## config.mk

```make
export PLATFORM = sky130hd
export DESIGN_NAME = multicycle_control
export DESIGN_NICKNAME = d
export VERILOG_FILES = /design/src/rtl/multicycle_control.sv
export SDC_FILE = /design/constraint.sdc
export NUM_CORES = 1
export LEC_CHECK = 0
export CAP_MARGIN = 20
export CORE_ASPECT_RATIO = 1.2
export CORE_MARGIN = 10
export CORE_UTILIZATION = 36
export DETAILED_ROUTE_END_ITERATION = 16
export PLACE_DENSITY = 0.77
export SYNTH_ARGS = -nofsm -noshare
export SYNTH_HDL_FRONTEND = slang
export SYNTH_SLANG_ARGS = --single-unit
```

## constraint.sdc

```tcl
create_clock -name clk -period 2.3 [get_ports clk]
set_input_delay 0.69 -clock clk [delete_from_list [all_inputs] [get_ports clk]]
set_output_delay 0.69 -clock clk [all_outputs]
set_load 0.005 [all_outputs]
```

## src/rtl/multicycle_control.sv

```systemverilog
// Multi-cycle control FSM: sequences fetch/decode/execute/memory/writeback over a shared memory port.
// Optional retired-instruction counter enabled by defining CTRL_INSTR_COUNT_EN.
module multicycle_control #(
    parameter int unsigned COUNT_W = 32
) (
    input  logic       clk,
    input  logic       reset,
    input  logic [5:0] opCode,
    input  logic       zero,
    input  logic       mem_ready,
    output logic       PCWrite,
    output logic       PCWriteCond,
    output logic       IorD,
    output logic       MemRead,
    output logic       MemWrite,
    output logic       IRWrite,
    output logic [1:0] RegDst,
    output logic [1:0] MemtoReg,
    output logic       RegWrite,
    output logic       ALUSrcA,
    output logic [1:0] ALUSrcB,
    output logic [1:0] ALUOp,
    output logic [1:0] PCSource,
    output logic       Shift,
    output logic       SwapPhase,
    output logic       instr_done,
    output logic [3:0] state
`ifdef CTRL_INSTR_COUNT_EN
    ,
    output logic [COUNT_W-1:0] instr_count
`endif
);

    typedef enum logic [3:0] {
        FETCH  = 4'd0,
        DECODE = 4'd1,
        MEMADR = 4'd2,
        MEMRD  = 4'd3,
        MEMWB  = 4'd4,
        MEMWR  = 4'd5,
        EXEC   = 4'd6,
        ALUWB  = 4'd7,
        BRANCH = 4'd8,
        JUMP   = 4'd9,
        JR     = 4'd10,
        JAL    = 4'd11,
        ADDIEX = 4'd12,
        ADDIWB = 4'd13,
        SWAP1  = 4'd14,
        SWAP2  = 4'd15
    } state_t;

    state_t st_q, st_d;

    // The zero flag is combined with PCWriteCond in the datapath, not here.
    logic unused_zero;
    assign unused_zero = zero;

    always_ff @(posedge clk) begin
        if (reset) st_q <= FETCH;
        else       st_q <= st_d;
    end

    // Outputs are forced low while reset is high, whatever state the register holds.
    assign state = reset ? '0 : st_q;

    always_comb begin
        st_d        = st_q;
        PCWrite     = 1'b0;
        PCWriteCond = 1'b0;
        IorD        = 1'b0;
        MemRead     = 1'b0;
        MemWrite    = 1'b0;
        IRWrite     = 1'b0;
        RegDst      = '0;
        MemtoReg    = '0;
        RegWrite    = 1'b0;
        ALUSrcA     = 1'b0;
        ALUSrcB     = '0;
        ALUOp       = '0;
        PCSource    = '0;
        Shift       = 1'b0;
        SwapPhase   = 1'b0;
        instr_done  = 1'b0;
        if (!reset) begin
            unique case (st_q)
                FETCH: begin
                    MemRead = 1'b1;
                    ALUSrcB = 2'b01;
                    IRWrite = mem_ready;
                    PCWrite = mem_ready;
                    if (mem_ready) st_d = DECODE;
                end
                DECODE: begin
                    ALUSrcB = 2'b11;
                    case (opCode)
                        6'b100011, 6'b101011: st_d = MEMADR;
                        6'b000100:            st_d = BRANCH;
                        6'b000010:            st_d = JUMP;
                        6'b010000:            st_d = JR;
                        6'b000011:            st_d = JAL;
                        6'b001000:            st_d = ADDIEX;
                        6'b111111:            st_d = SWAP1;
                        default:              st_d = EXEC;
                    endcase
                end
                MEMADR: begin
                    ALUSrcA = 1'b1;
                    ALUSrcB = 2'b10;
                    st_d    = (opCode == 6'b100011) ? MEMRD : MEMWR;
                end
                MEMRD: begin
                    MemRead = 1'b1;
                    IorD    = 1'b1;
                    if (mem_ready) st_d = MEMWB;
                end
                MEMWB: begin
                    RegWrite   = 1'b1;
                    MemtoReg   = 2'b01;
                    instr_done = 1'b1;
                    st_d       = FETCH;
                end
                MEMWR: begin
                    MemWrite = 1'b1;
                    IorD     = 1'b1;
                    if (mem_ready) begin
                        instr_done = 1'b1;
                        st_d       = FETCH;
                    end
                end
                EXEC: begin
                    ALUSrcA = 1'b1;
                    ALUOp   = 2'b10;
                    Shift   = (opCode == 6'b000001);
                    st_d    = ALUWB;
                end
                ALUWB: begin
                    RegWrite   = 1'b1;
                    RegDst     = 2'b01;
                    instr_done = 1'b1;
                    st_d       = FETCH;
                end
                BRANCH: begin
                    ALUSrcA     = 1'b1;
                    ALUOp       = 2'b01;
                    PCWriteCond = 1'b1;
                    PCSource    = 2'b01;
                    instr_done  = 1'b1;
                    st_d        = FETCH;
                end
                JUMP: begin
                    PCWrite    = 1'b1;
                    PCSource   = 2'b10;
                    instr_done = 1'b1;
                    st_d       = FETCH;
                end
                JR: begin
                    PCWrite    = 1'b1;
                    PCSource   = 2'b11;
                    instr_done = 1'b1;
                    st_d       = FETCH;
                end
                JAL: begin
                    PCWrite    = 1'b1;
                    PCSource   = 2'b10;
                    RegWrite   = 1'b1;
                    RegDst     = 2'b10;
                    MemtoReg   = 2'b10;
                    instr_done = 1'b1;
                    st_d       = FETCH;
                end
                ADDIEX: begin
                    ALUSrcA = 1'b1;
                    ALUSrcB = 2'b10;
                    st_d    = ADDIWB;
                end
                ADDIWB: begin
                    RegWrite   = 1'b1;
                    instr_done = 1'b1;
                    st_d       = FETCH;
                end
                SWAP1: begin
                    RegWrite = 1'b1;
                    MemtoReg = 2'b11;
                    st_d     = SWAP2;
                end
                SWAP2: begin
                    RegWrite   = 1'b1;
                    RegDst     = 2'b11;
                    MemtoReg   = 2'b11;
                    SwapPhase  = 1'b1;
                    instr_done = 1'b1;
                    st_d       = FETCH;
                end
            endcase
        end
    end

`ifdef CTRL_INSTR_COUNT_EN
    logic [COUNT_W-1:0] cnt_q;

    always_ff @(posedge clk) begin
        if (reset)           cnt_q <= '0;
        else if (instr_done) cnt_q <= cnt_q + COUNT_W'(1);
    end

    assign instr_count = cnt_q;
`endif

endmodule

```

==> impl_metrics.sql <==
INSERT INTO impl_metrics (metric_group, metric, value, unit) VALUES
('run_status', 'status', 'complete, but fails checks', ''),
('run_status', 'failed_checks', 'negative setup slack', ''),
('logic_synthesis', 'synthArstFlopShare', '0', ''),
('routing', 'top_sig_layer', 'met4', ''),
('critical_path', 'cp_max_stage_cell', 'or4b_4', ''),
('sta', 'final_clock_period_utilization_by_the_worst_path', '1.05', ''),
('logic_synthesis', 'synth.mux.area_fraction', '0.0137', ''),
('sta', 'worst-slew-pin-transition', '0.390', 'ns'),
('floorplanning', 'coreArea', '1890', 'um2'),
('logic_synthesis', 'synth_top_family_by_area', 'simple AND/OR/NAND/NOR gates', ''),
('cts', 'cts.sinks', '4', ''),
('global_routing', 'grt_pass1_wl', '4510', 'um'),
('hold_path', 'worstHoldPathCells', '2', ''),
('routing', 'vias_per_cell', '5.64', ''),
('pwr', 'p_leak', '0.637', 'nW'),
('routing', 'routed_wl', '2890', 'um'),
('critical_path', 'r2r_cells', '5', ''),
('finish', 'layout.cells.most_common', 'buf_4', ''),
('floorplanning', 'design.portCount', '35', ''),
('routing', 'postRouteAntennaNets', '0', ''),
('sta', 'hold_slack', '0.682', 'ns'),
('critical_path', 'timing.critical_path.required', '1.61', 'ns'),
('logic_synthesis', 'post_synth_fa_ha_maj_area_fraction', '0', ''),
('cts', 'max-clock-path-buffers', '2', ''),
('pwr', 'power.density', '299', 'nW/um2'),
('logic_synthesis', 'synth_cell_type_count', '40', ''),
('sta', 'fmax', '415', 'MHz'),
('logic_synthesis', 'synth_compound_area_frac', '0.270', ''),
('finish', 'largest_register_ffs', '4', ''),
('critical_path', 'worstSetupPathDepth', '4', ''),
('finish', 'regArea', '81.3', 'um2'),
('global_routing', 'grt_usage', '0.131', ''),
('hold_path', 'class_of_the_tightest_hold_or_removal_check', 'register to register', ''),
('sta', 'worst_slack', '-0.108', 'ns'),
('finish', 'biggestRegsByFlops', 'st_q (4)', ''),
('routing', 'wl_met1', '1130', 'um'),
('finish', 'syn_to_final_growth', '85.0', '%'),
('logic_synthesis', 'yosys.area_share.simple', '0.427', ''),
('cts', 'root_buffer', 'clkbuf_4', ''),
('sta', 'final.setup_skew', '0.000354', 'ns'),
('sta', 'hold_viol', '0', ''),
('logic_synthesis', 'synth_top_cells_by_area', 'dfxtp_1 11%, nor3_1 8.9%, nor2_1 6.7%', ''),
('cts', 'number_of_clock_buffers_inserted_by_tritoncts', '3', ''),
('routing', 'wl_met3', '225', 'um'),
('critical_path', 'critPathArrivalTime', '1.72', 'ns'),
('finish', 'final_net_count', '185', ''),
('routing', 'num_vias', '1082', ''),
('logic_synthesis', 'yosys.area.top_type_share', '0.109', ''),
('cts', 'clock_tree_from_tritoncts', 'done', ''),
('finish', 'register_with_the_highest_flop_count', 'st_q', ''),
('logic_synthesis', 'synth-warning-count', '0', ''),
('finish', 'layout-drive-gt1-share', '0.416', ''),
('logic_synthesis', 'synth-seq-cells', '4', ''),
('routing', 'remaining_drc_errors', '0', ''),
('pwr', 'peak_supply_drop', '0.000275', 'V'),
('floorplanning', 'fp.dieArea', '4240', 'um2'),
('routing', 'drt_iter0_drc', '45', ''),
('routing', 'detail_route.wl_per_cell', '15.0', 'um'),
('routing', 'dr_wl_met2', '1490', 'um'),
('global_routing', 'pin_count_of_the_biggest_net_entering_global_routing', '17', ''),
('sta', 'period_minus_slack', '2.41', 'ns'),
('floorplanning', 'fp.dieH', '69.4', 'um'),
('placed_design', 'gp_congestion', '0.838', ''),
('cts', 'clock_latency_on_the_worst_skew_pair', '0.24', 'ns'),
('sta', 'setup-violations-final', '1', ''),
('cts', 'clk_pin_slew', '0.04', 'ns'),
('logic_synthesis', 'postSynthCellCount', '115', ''),
('critical_path', 'critical_path.startpoint_type', 'input pin', ''),
('flow_run', 'max_cap_violations', '0', ''),
('placed_design', 'port_buffer_count', '33', ''),
('logic_synthesis', 'postSynthAreaPerCell', '6.36', 'um2');
synthesized netlist by cell type, types with 2 or more instances:
cell type and n:
o21ai_0 4, inv_1 4, nor3_1 13, nor2b_1 3
nor2_1 13, o31a_1 2, dfxtp_1 4, a21oi_1 4
nor4_1 6, a2bb2oi_1 2, xnor2_1 2, nor3b_1 2
xor2_1 3, nand3b_1 2, buf_1 2, nand2_1 10
buf_6 2, clkbuf_1 8, nand2b_1 3, and3_1 2
o211ai_1 4, o21a_1 2
final timing paths:
check	start	endpoint	slack, ns
hold / removal	st_q[3]	st_q[3]	0.68
hold reg to reg	st_q[3]	st_q[3]	0.68
setup / recovery	opCode[4]	Shift	-0.11
setup reg to reg	st_q[0]	st_q[0]	0.73
per-layer routing:
| layer | up-vias | GRT usage |
|---|---|---|
| met1 | 496 | 0.132 |
| met3 | 6 | 0.0256 |
| li1 | 536 | - |
| met4 | 0 | 0.0529 |
| met2 | 44 | 0.241 |
| met5 | - | 0 |
worst register-to-register path: cells and delay by family (launching register included):
kind | cells | cell delay, ns
buffers and inverters | 1 | 0.22
AO/OA/AOI/OAI | 2 | 0.53
flip-flops | 1 | 0.42
AND/OR/NAND/NOR | 2 | 0.27
report_power, final:
part	internal [mW]	switching [mW]	total, mW
clock network	0.0587	0.0332	0.0919
logic	0.117	0.114	0.231
registers	0.0747	0.00646	0.0811
total	0.251	0.154	0.404
cell type report:
class,count,area share
clock buffers,3,0.0166
inverters,4,0.0111
multi-input cells,93,0.493
flip-flops and latches,4,0.0601
well taps,19,0.0176
repair buffers,69,0.402
kinds of logic (layout without fill, tap and decap cells):
family / after synthesis / after routing
buf+inv: 18 / 76
simple gates: 59 / 59
compound gates: 28 / 28
mux: 1 / 1
flops: 4 / 4
xor+xnor: 5 / 5
repair_timing:
action,CTS,global route
buffers inserted,4,0
endpoints found under the setup margin,25,9
resized for setup,67,20
hold buffers,0,0
endpoints found under the hold margin,0,0
pin swaps,3,2
cloned,0,0
stage by stage:
step / utilization / setup slack (ns) / area, um2 / setup TNS, ns / total power, mW
detailed placement: 0.670 / -0.827 / 1270 / -14.87 / 0.296
global route: 0.715 / -0.134 / 1350 / -0.160 / 0.429
global placement: 0.670 / -0.804 / 1270 / -14.64 / 0.290
CTS: 0.709 / -0.231 / 1340 / -0.231 / 0.396
finish: 0.715 / -0.108 / 1350 / -0.108 / 0.404
floorplan: - / 0.0148 / 747 / 0 / 0.189
Power figures use the tool's default switching activity.
